--- config.mk ---
export PLATFORM = sky130hd
export DESIGN_NAME = colour_sensor_ctrl
export DESIGN_NICKNAME = d
export VERILOG_FILES = /design/src/rtl/colour_sensor_ctrl.sv
export SDC_FILE = /design/constraint.sdc
export NUM_CORES = 1
export LEC_CHECK = 0
export CORE_MARGIN = 1
export CORE_UTILIZATION = 55
export CTS_BUF_LIST = sky130_fd_sc_hd__clkbuf_16
export DETAILED_ROUTE_END_ITERATION = 8
export GPL_TIMING_DRIVEN = 0
export HOLD_SLACK_MARGIN = 0.05
export PLACE_DENSITY_LB_ADDON = 0.08
export RECOVER_POWER = 100
export SETUP_SLACK_MARGIN = 0.15
export SLEW_MARGIN = 20
export SYNTH_ARGS = -nofsm -noshare
export SYNTH_HDL_FRONTEND = slang
export SYNTH_SLANG_ARGS = --single-unit
--- constraint.sdc ---
create_clock -name clk -period 5.1 [get_ports clk]
set_clock_uncertainty 0.2 [all_clocks]
set_input_delay 1.02 -clock clk [delete_from_list [all_inputs] [get_ports clk]]
set_output_delay 1.02 -clock clk [all_outputs]
set_load 0.005 [all_outputs]
--- src/rtl/colour_sensor_ctrl.sv ---
// Colour sensor front-end controller.
// Sweeps the RED, BLUE and GREEN filters. Each filter switch is followed by a
// settle window, and then rising edges of the sensor output are counted over
// a gate window. At the end of a sweep the three counts are published, and
// the dominant colour is classified and debounced.
//
//   state  | meaning
//   IDLE   | waiting for en; filter pins parked at RED
//   SETTLE | filter just switched; sensor edges ignored
//   COUNT  | counting sensor rising edges for the current filter
module colour_sensor_ctrl #(
  parameter int GATE_CYCLES   = 100000,
  parameter int SETTLE_CYCLES = 1000,
  parameter int CNT_W         = 12,
  parameter int MIN_TOTAL     = 16,
  parameter int CONFIRM       = 2
) (
  input  logic             clk,
  input  logic             rst_n,
  input  logic             en,
  input  logic [1:0]       freq_scale,
  input  logic             signal,
  output logic             S0,
  output logic             S1,
  output logic             S2,
  output logic             S3,
  output logic [CNT_W-1:0] red_cnt,
  output logic [CNT_W-1:0] blue_cnt,
  output logic [CNT_W-1:0] green_cnt,
  output logic             sample_valid,
  output logic [2:0]       color,
  output logic             color_valid
);

  localparam int TMR_MAX = (GATE_CYCLES > SETTLE_CYCLES) ? GATE_CYCLES : SETTLE_CYCLES;
  localparam int TMR_W   = $clog2(TMR_MAX + 1);
  localparam int SUM_W   = CNT_W + 2;
  localparam int STK_W   = $clog2(CONFIRM + 1);

  localparam logic [TMR_W-1:0] SETTLE_LOAD = TMR_W'(SETTLE_CYCLES - 1);
  localparam logic [TMR_W-1:0] GATE_LOAD   = TMR_W'(GATE_CYCLES - 1);
  localparam logic [CNT_W-1:0] CNT_MAX     = '1;
  localparam logic [SUM_W-1:0] MIN_SUM     = SUM_W'(MIN_TOTAL);
  localparam logic [STK_W-1:0] STK_FULL    = STK_W'(CONFIRM);

  typedef enum logic [1:0] {ST_IDLE, ST_SETTLE, ST_COUNT} state_t;
  // Values double as the {S3,S2} filter-select encoding.
  typedef enum logic [1:0] {CH_RED = 2'b00, CH_BLUE = 2'b10, CH_GREEN = 2'b11} ch_t;

  state_t           state;
  ch_t              ch;
  logic [TMR_W-1:0] timer;
  logic [CNT_W-1:0] edge_cnt;
  logic [CNT_W-1:0] cnt_next;
  logic [CNT_W-1:0] hold_r;
  logic [CNT_W-1:0] hold_b;
  logic             sig_meta;
  logic             sig_sync;
  logic             sig_prev;
  logic             sig_rise;
  logic [SUM_W-1:0] sum;
  logic [2:0]       cand;
  logic [2:0]       prev_cand;
  logic [STK_W-1:0] streak;
  logic [STK_W-1:0] streak_next;

  // Two-flop synchroniser for the asynchronous sensor output, plus edge history.
  always_ff @(posedge clk or negedge rst_n) begin
    if (!rst_n) begin
      sig_meta <= 1'b0;
      sig_sync <= 1'b0;
      sig_prev <= 1'b0;
    end else begin
      sig_meta <= signal;
      sig_sync <= sig_meta;
      sig_prev <= sig_sync;
    end
  end

  assign sig_rise = sig_sync & ~sig_prev;

  // Saturating edge count including an edge seen in the current clock.
  always_comb begin
    cnt_next = edge_cnt;
    if (sig_rise && (edge_cnt != CNT_MAX)) cnt_next = edge_cnt + 1'b1;
  end

  // Sweep sequencer: filter select, settle/gate timing, per-channel capture and publish.
  always_ff @(posedge clk or negedge rst_n) begin
    if (!rst_n) begin
      state        <= ST_IDLE;
      ch           <= CH_RED;
      timer        <= '0;
      edge_cnt     <= '0;
      hold_r       <= '0;
      hold_b       <= '0;
      red_cnt      <= '0;
      blue_cnt     <= '0;
      green_cnt    <= '0;
      sample_valid <= 1'b0;
      S0           <= 1'b1;
      S1           <= 1'b0;
      S2           <= 1'b0;
      S3           <= 1'b0;
    end else begin
      sample_valid <= 1'b0;
      case (state)
        ST_IDLE: begin
          if (en) begin
            {S1, S0} <= freq_scale;
            ch       <= CH_RED;
            {S3, S2} <= CH_RED;
            timer    <= SETTLE_LOAD;
            state    <= ST_SETTLE;
          end
        end
        ST_SETTLE: begin
          if (!en) begin
            state    <= ST_IDLE;
            {S3, S2} <= 2'b00;
          end else if (timer == '0) begin
            edge_cnt <= '0;
            timer    <= GATE_LOAD;
            state    <= ST_COUNT;
          end else begin
            timer <= timer - 1'b1;
          end
        end
        ST_COUNT: begin
          if (!en) begin
            state    <= ST_IDLE;
            {S3, S2} <= 2'b00;
          end else if (timer == '0) begin
            timer <= SETTLE_LOAD;
            state <= ST_SETTLE;
            case (ch)
              CH_RED: begin
                hold_r   <= cnt_next;
                ch       <= CH_BLUE;
                {S3, S2} <= CH_BLUE;
              end
              CH_BLUE: begin
                hold_b   <= cnt_next;
                ch       <= CH_GREEN;
                {S3, S2} <= CH_GREEN;
              end
              default: begin
                // Green is published straight from the counter so the next
                // sweep starts without an extra clock.
                red_cnt      <= hold_r;
                blue_cnt     <= hold_b;
                green_cnt    <= cnt_next;
                sample_valid <= 1'b1;
                ch           <= CH_RED;
                {S3, S2}     <= CH_RED;
                {S1, S0}     <= freq_scale;
              end
            endcase
          end else begin
            edge_cnt <= cnt_next;
            timer    <= timer - 1'b1;
          end
        end
        default: state <= ST_IDLE;
      endcase
    end
  end

  // Candidate colour from the published counts: strict maximum above a darkness floor.
  always_comb begin
    sum  = {2'b00, red_cnt} + {2'b00, blue_cnt} + {2'b00, green_cnt};
    cand = 3'b000;
    if (sum >= MIN_SUM) begin
      if (red_cnt > blue_cnt && red_cnt > green_cnt)        cand = 3'b001;
      else if (blue_cnt > red_cnt && blue_cnt > green_cnt)  cand = 3'b010;
      else if (green_cnt > red_cnt && green_cnt > blue_cnt) cand = 3'b100;
    end
    if (cand == prev_cand) streak_next = (streak >= STK_FULL) ? STK_FULL : streak + 1'b1;
    else                   streak_next = STK_W'(1);
  end

  // Debounce: colour updates only after CONFIRM identical consecutive candidates.
  always_ff @(posedge clk or negedge rst_n) begin
    if (!rst_n) begin
      streak      <= '0;
      prev_cand   <= 3'b000;
      color       <= 3'b000;
      color_valid <= 1'b0;
    end else if (sample_valid) begin
      streak    <= streak_next;
      prev_cand <= cand;
      if (streak_next == STK_FULL) begin
        color       <= cand;
        color_valid <= 1'b1;
      end
    end
  end

endmodule

==> results.tsv, run 1 <==
metric	value	unit
status	finished with violations	
violations	DRC, capacitance limit, slew limit	
layout_common_cells	dfrtp_1 (109), nand2_1 (100), o21ai_0 (98)	
cp.arrival	4220	ps
chipHeight	112	microns
cp.required	5120	ps
die_area	12600	sq um
fmax	238	MHz
post_cts_buffers	0	
tns	0	ps
min_period	4200	ps
ctsResizeCount	0	
cts_hold_buf	0	
synthArstFlopShare	100	%
h-tree-depth	3	
clk_latency	350	ps
core	11600	sq um
path_clk_slew	70	ps
place.gp.congestion	0.935	
slew_violations	49	
p_total	1.95	mW
setup_viol	0	
track_usage	25.7	%
cts_sinks	110	
rows	39	
diodes	0	
synth_nets	782	
wirelength	15.5	mm
start_util	57.3	%
grt_overflow	0	
fin_nets	844	
power_frac_clock	33.3	%
firstDrtPassIters	9	
r2r_slack	900	ps
cap_violations	1	
endpoint_kind	flop	
worstSetupPathType	flop to flop	
die_x	112	microns
wl_met1	7.10	mm
wl_met3	690	microns
postSynthCellCount	710	
postRouteAntennaNets	0	
route.met2.wl	7.39	mm
p_seq_share	49.6	%
hp-class	flop to flop	
io_pins	51	
pwr-share-comb	17.1	%
grt_max_degree	63	
relSlewSlack	-82.4	%
vias	5566	
period_share	82.4	%
total_leakage_power	3.45	nW
cp_max_fo	10	
hold_viol	0	
drive_above_1_share	5.53	%
synth_cell_types	74	
final_common_cell	dfrtp_1	
cts-buffers-inserted	9	
cts_tree	yes	
synth_flop_cell	dfrtp_1	
rsz0062_at_grt	no	
top_layer	met4	
clockBufferDepth	2	
place_area	7370	sq um
grt_pass1_vias	5252	
swShare	29.3	%
fin_area	7550	sq um
ir_drop	0.214	mV
p_per_area	258	nW/um^2
via_per_inst	6.05	
grt_pass1_wl	25.7	mm
dp_hpwl	12.0	mm
worstMarginPinSlew	2740	ps
root_buffer	clkbuf_16	
seq_area_frac_synth	41.3	%
ys_ff_latch	110	
portBuffers	50	
wl_per_cell	16.8	microns
avgSynthCellArea	9.38	sq um
drt_iter0_drc	456	
critPathLaunchType	flop	
p_sw	571	uW
p_int	1.38	mW
antenna_found_initial	0	
synth-edff-count	0	
area_growth	13.4	%
drc	4	
netlist_area	6660	sq um
ys_warn_count	0	
critical path: stages, from the launching register on:
cell and delay, ps:
dfrtp_1 400, inv_1 80, ha_1 180, or3b_1 350, clkbuf_1 180, nor4_1 640
nand4b_1 290, nor2_1 510, nand4_1 470, inv_1 240, buf_2 230, buf_4 200
o21ai_0 90
routing by layer:
metal	GRT usage (%)	vias up
met2	42.5	163
met4	7.91	0
met1	35.3	2738
met3	3.83	23
met5	0	-
li1	-	2642
per-stage QoR:
step | instances | hold WS [ps] | setup WS [ps] | utilization, %
2_1_floorplan | 710 | 131 | 1480 | -
3_3_place_gp | 903 | 149 | -1260 | 63.2
3_5_place_dp | 904 | 140 | 1190 | 63.4
6_report | 920 | 155 | 899 | 65.1
4_1_cts | 920 | 157 | 1160 | 65.8
5_1_grt | 920 | 158 | 547 | 65.1
flip-flops by register name (all words and copies together) (netlist names), 3 cells and up:
name and flops:
color 3, hold_r 12, red_cnt 12, timer 17, blue_cnt 12, hold_b 12, edge_cnt 12, green_cnt 12
prev_cand 3
power groups by stage:
stage / clock, mW / combinational [mW] / sequential, mW
CTS: 0.655 / 0.356 / 0.967
detailed placement: 0 / 0.354 / 0.984
floorplan: 0 / 0.248 / 0.974
global route: 0.695 / 0.375 / 0.972
finish: 0.649 / 0.332 / 0.966
global placement: 0 / 0.338 / 0.982
logic make-up (layout without fill, tap and decap cells):
kind of cell	after synthesis	count (layout)	synth area share [%]
AO/OA/AOI/OAI	201	201	18.6
XOR/XNOR	13	13	1.82
adder cells (fa/ha/maj)	66	66	13.9
buffers and inverters	67	134	4.10
flip-flops	110	110	41.3
multiplexers	13	13	2.25
AND/OR/NAND/NOR	240	240	18.1
worst paths after layout:
kind	start	to	depth (start not counted)
worst max-delay path	timer[0]$_DFFE_PN0P_	red_cnt[10]$_DFFE_PN0P_	12
worst min-delay path	sig_meta$_DFF_PN0_	sig_sync$_DFF_PN0_	0
worst max register to register	timer[0]$_DFFE_PN0P_	red_cnt[10]$_DFFE_PN0P_	12
worst min register to register	sig_meta$_DFF_PN0_	sig_sync$_DFF_PN0_	0
max in group asynchronous	rst_n	hold_r[9]$_DFFE_PN0P_	1
min in group asynchronous	rst_n	timer[3]$_DFFE_PN0P_	1
cells in the mapped netlist, drive strengths merged (2+ instances only):
cell / count / area share (%)
a2111o: 2 / 0.34
ha: 53 / 10
o21a: 5 / 0.68
nor3: 11 / 0.83
dfrtp: 109 / 41
nand2b: 8 / 0.75
nand3: 16 / 1.2
o211ai: 5 / 0.56
xnor2: 7 / 1.0
o31ai: 5 / 0.56
nor2b: 9 / 0.96
or3: 5 / 0.47
o2111ai: 2 / 0.26
inv: 44 / 2.5
a21oi: 39 / 3.1
or2: 6 / 0.56
and2: 6 / 0.58
a2111oi: 3 / 0.49
a22o: 5 / 0.66
mux2: 10 / 1.8
a31oi: 8 / 0.75
nand2: 100 / 5.6
nor2: 38 / 2.3
nor4: 6 / 0.98
a21o: 8 / 0.90
and3: 5 / 0.47
xor2: 6 / 0.79
fa: 13 / 3.9
mux2i: 3 / 0.45
nand3b: 7 / 0.79
and4: 3 / 0.39
nor3b: 3 / 0.34
buf: 10 / 0.86
a211oi: 2 / 0.30
a21boi: 3 / 0.34
clkbuf: 13 / 0.75
nand4: 13 / 1.3
o41ai: 2 / 0.26
o21ai: 101 / 7.8
o311ai: 2 / 0.38
o22a: 3 / 0.39
area by class of cell:
class                   instances  area, sq um
fillers                       973         4060
multi-input cells             533         3570
flip-flops and latches        110         2750
repair buffers                 51          522
clock buffers                   9          225
well taps                     143          179
inverters                      44          165
plain buffers                  23         97.6
clock inverters                 7         42.5
No activity file was read; power rests on OpenSTA's default activity.
==> run 2: changes to the inputs <==
- clock period: 5.1 -> 4.1 ns (I/O delays scaled with it)
==> run 2 against run 1 <==
  * The run still ends with DRC, capacitance limit, slew limit left
  * Clock-buffer cell count did not move
  * Clock power rose by 24%
  * Cell count rose by 0.76%
  * Total power rose by 25%
  * Highest routed layer unchanged
  * Register-to-register slack got worse by 740 ps
  * Die area did not move
  * Critical path depth fell by 1
  * Fmax rose by 6.5%
  * Critical path type unchanged
==> results.tsv, run 2 (synthesized netlist as in run 1, its figures left out) <==
metric	value	unit
setup_viol	0	
clockBufferDepth	2	
largest_reg_flops	17	
r2r_cells	11	
layout_common_cells	dfrtp_1 (108), nand2_1 (100), o21ai_0 (96)	
p_sw	716	uW
violations	DRC, capacitance limit, slew limit	
cpMaxStageDelayCell	or4b_1	
status	finished with violations	
grt_pass1_wl	25.7	mm
r2r_slack	160	ps
cts_tree	yes	
wl_per_cell	16.8	microns
holdWs	154	ps
cp.arrival	3980	ps
r2r-start	green_cnt[5]$_DFFE_PN0P_	
cts_hold_buf	0	
total_leakage_power	3.51	nW
io_pins	51	
diodes	0	
chipHeight	112	microns
swShare	29.5	%
cp.required	4140	ps
crit_chain	fa_1 -> ha_2 -> nor2b_4 -> a2111oi_2 -> a31oi_1 -> or4b_1 -> nor4_4 -> and2_4 -> a211oi_2 -> o21ai_4 -> mux2_4	
dp_hpwl	12.0	mm
rows	39	
drive_above_1_share	8.93	%
fin_area	7710	sq um
clk_latency	350	ps
placed_cells	904	
fin_cells	927	
critPathLaunchType	flop	
final_common_cell	dfrtp_1	
hold_depth	0	
wirelength	15.6	mm
postRouteAntennaNets	0	
ir_drop	0.270	mV
h-tree-depth	3	
cp_max_fo	8	
hold_end	sig_sync$_DFF_PN0_	
cap_violations	1	
path_clk_slew	70	ps
p_int	1.71	mW
p_per_area	315	nW/um^2
antenna_found_initial	0	
cts-buffers-inserted	9	
pwr-share-comb	17.3	%
firstDrtPassIters	9	
die_x	112	microns
min_period	3940	ps
worstMarginPinSlew	2730	ps
die_area	12600	sq um
area_growth	15.7	%
period_share	96.2	%
relSlewSlack	-82.3	%
worstSetupPathType	flop to flop	
crit_family	simple AND/OR/NAND/NOR gates	
hold_viol	0	
hp-class	flop to flop	
p_total	2.43	mW
p_seq_share	49.5	%
grt_overflow	0	
via_per_inst	6.01	
vias	5574	
root_buffer	clkbuf_16	
core	11600	sq um
slew_violations	49	
regToRegEndpoint	color[0]$_DFFE_PN0P_	
rsz0062_at_grt	no	
hold_start	sig_meta$_DFF_PN0_	
drc	4	
endpoint_kind	flop	
cp_num_buf_inv	0	
track_usage	25.7	%
grt_max_degree	63	
fmax	254	MHz
place_area	7370	sq um
place.gp.congestion	0.935	
grt_pass1_vias	5252	
power_frac_clock	33.2	%
cts_sinks	110	
max_stage_delay	550	ps
portBuffers	50	
start_util	57.3	%
regMostFlops	timer	
drt_iter0_drc	433	
fin_nets	851	
run 2: cell count changes in the layout (fill, tap and decap cells not counted), moves of 4 or more:
cell | previous run | this run
dlygate4sd3_1 | 46 | 40
ha_2 | 0 | 4
ha_1 | 53 | 49
clkdlybuf4s50_1 | 3 | 9
buf_4 | 1 | 7
run 2: power groups by stage:
stage | clock network, mW | logic, mW | registers (mW)
finish | 0.807 | 0.419 | 1.20
global route | 0.864 | 0.473 | 1.21
CTS | 0.814 | 0.442 | 1.20
detailed placement | 0 | 0.441 | 1.22
global placement | 0 | 0.421 | 1.22
floorplan | 0 | 0.309 | 1.21
run 2: stage by stage:
| stage | setup WS, ps | TNS [ps] | util (%) |
|---|---|---|---|
| 3_5_place_dp | 189 | 0 | 63.4 |
| 3_3_place_gp | -2060 | -224990 | 63.2 |
| 4_1_cts | 159 | 0 | 65.8 |
| 6_report | 157 | 0 | 66.4 |
| 5_1_grt | 75.5 | 0 | 66.4 |
| 2_1_floorplan | 481 | 0 | - |
run 2: how the worst max path moves through the flow:
stage,endpoint,startpoint,cells after the start
after floorplan,color[0]$_DFFE_PN0P_,red_cnt[1]$_DFFE_PN0P_,13
final,color[0]$_DFFE_PN0P_,green_cnt[5]$_DFFE_PN0P_,11
after CTS,color[0]$_DFFE_PN0P_,red_cnt[0]$_DFFE_PN0P_,15
after detailed placement,color[0]$_DFFE_PN0P_,green_cnt[1]$_DFFE_PN0P_,13
after global placement,red_cnt[3]$_DFFE_PN0P_,rst_n,1
after global routing,color[0]$_DFFE_PN0P_,green_cnt[5]$_DFFE_PN0P_,11
run 2: what timing repair did:
action | 4_1_cts | 5_1_grt
setup endpoints to repair | 0 | 3
buffers inserted | 0 | 7
resized for setup | 0 | 21
run 2: final cells by class:
type	count	area, sq um
flip-flops and latches	110	2760
clock buffers	9	225
clock inverters	7	42.5
repair buffers	58	574
fillers	950	3910
plain buffers	23	98.8
well taps	143	179
multi-input cells	533	3670
inverters	44	165
run 2: layer usage:
layer  up-vias  share of wire, %  track usage (%)
met2       150                48             42.5
li1       2669                 -                -
met5         -                 0                0
met3        29               4.0             3.83
met1      2726                46             35.3
met4         0               2.0             7.91
==> run 3: changes to the inputs <==
- CORE_UTILIZATION: 55 -> 25
- MAX_ROUTING_LAYER: default -> met4
==> run 3 against run 2 <==
  * The flow still finishes with violations (DRC, capacitance limit, slew limit)
  * Design area grew 4.6%
  * Critical endpoint is now color[1]$_DFFE_PN0P_
  * Via count decreased by 1.6%
  * Cell count increased by 21%
  * Highest routed layer unchanged
  * Non-clock buffer count increased by 5
  * Hold slack better by 8.7 ps
==> results.tsv, run 3 (synthesized netlist as in run 1, its figures left out) <==
metric	value	unit
grt_pass1_wl	30.6	mm
grt_max_degree	59	
holdWs	163	ps
drc	8	
io_pins	51	
rsz0062_at_grt	yes	
setup_viol	0	
fin_nets	856	
fillers	2808	
path_clk_slew	80	ps
drt_iter0_drc	305	
cpMaxStageDelayCell	fa_1	
cts_sinks	110	
cp.required	4150	ps
hold_start	sig_meta$_DFF_PN0_	
cts-buffers-inserted	9	
diodes	0	
endpoint_kind	flop	
dp_hpwl	14.7	mm
fin_area	8060	sq um
hp-class	flop to flop	
wl_per_cell	17.0	microns
placed_cells	1096	
tns	0	ps
crit_path_start	green_cnt[1]$_DFFE_PN0P_	
start_util	25.5	%
final_common_cell	dfrtp_1	
worstSetupPathType	flop to flop	
die_x	165	microns
crit_chain	fa_1 -> ha_1 -> inv_2 -> fa_2 -> nand2b_4 -> a21o_1 -> a311o_1 -> xnor2_2 -> nor4_4 -> and2_4 -> a211oi_4 -> o21ai_4 -> mux2_4	
clk_latency	360	ps
fin_cells	1124	
drive_above_1_share	9.76	%
cap_violations	1	
regArea	2760	sq um
p_per_area	323	nW/um^2
hold_viol	0	
vias	5486	
relSlewSlack	-72.7	%
worstMarginPinSlew	2590	ps
root_buffer	clkbuf_16	
status	finished with violations	
r2r-start	green_cnt[1]$_DFFE_PN0P_	
antenna_found_initial	0	
post-place-ws	103	ps
min_period	3880	ps
place_area	7610	sq um
track_usage	15.1	%
area_growth	21.0	%
layout_common_cells	dfrtp_1 (106), nand2_1 (100), o21ai_0 (98)	
total_leakage_power	3.54	nW
portBuffers	50	
violations	DRC, capacitance limit, slew limit	
ir_drop	0.207	mV
period_share	94.7	%
critPathLaunchType	flop	
rows	59	
cp_max_fo	5	
p_total	2.60	mW
clockBufferDepth	2	
finalWorstSetupSlack	218	ps
fmax	258	MHz
multi_input_area	3690	sq um
h-tree-depth	3	
slew_violations	53	
grt_overflow	0	
grt_pass1_vias	5727	
final_core_util	30.8	%
regMostFlops	timer	
die_area	27300	sq um
core	26100	sq um
wirelength	19.1	mm
postRouteAntennaNets	0	
cp.arrival	3930	ps
firstDrtPassIters	6	
place.gp.congestion	0.841	
max_stage_delay	510	ps
via_per_inst	4.88	
cts_hold_buf	0	
chipHeight	165	microns
largest_reg_flops	17	
cts_tree	yes	
[run 3: changes by cell type in the layout (fill, tap and decap cells not counted), sizes merged, moves of 2 or more]
cell and change:
clkdlybuf4s50 -3, dlygate4sd3 +3, bufinv +2, buf +2
clkbuf +2
[run 3: timing repair]
action | CTS | global route
gates resized for setup | 9 | 17
buffers inserted | 5 | 7
endpoints found under the setup margin | 2 | 8
pin swaps | 5 | 4
endpoints found under the hold margin | 0 | 0
[run 3: report_power, final]
part           switching, mW  internal, mW
clock network          0.431         0.539
logic                  0.271         0.158
registers             0.0564          1.14
total                  0.758          1.84
[run 3: final timing paths]
check,cells after the start,slack (ps),end
worst max-delay path,13,220,color[1]$_DFFE_PN0P_
worst min-delay path,0,160,sig_sync$_DFF_PN0_
worst max register to register,13,220,color[1]$_DFFE_PN0P_
worst min register to register,0,160,sig_sync$_DFF_PN0_
max in group asynchronous,1,810,green_cnt[2]$_DFFE_PN0P_
min in group asynchronous,1,1210,state[1]$_DFFE_PN0P_
[run 3: layer usage]
layer	vias to the layer above	track usage, %	part of all wire [%]
li1	2668	-	-
met1	2679	17.5	43
met2	98	25.6	51
met3	41	2.00	2.4
met4	0	7.84	3.7
met5	-	-	0
[run 3: layout make-up]
type	instances	share of cell area [%]
plain buffers	23	1.20
repair buffers	63	7.61
inverters	44	2.05
well taps	335	5.20
flip-flops and latches	110	34.2
clock inverters	7	1.18
clock buffers	9	2.79
multi-input cells	533	45.8
[run 3: critical path: cells and delay by family, from the launching register on]
kind	cells	cell delay, ps
compound gates	4	820
xor+xnor	1	160
mux	1	320
simple gates	3	720
buf+inv	1	50
flops	1	470
fa+ha+maj	3	1030
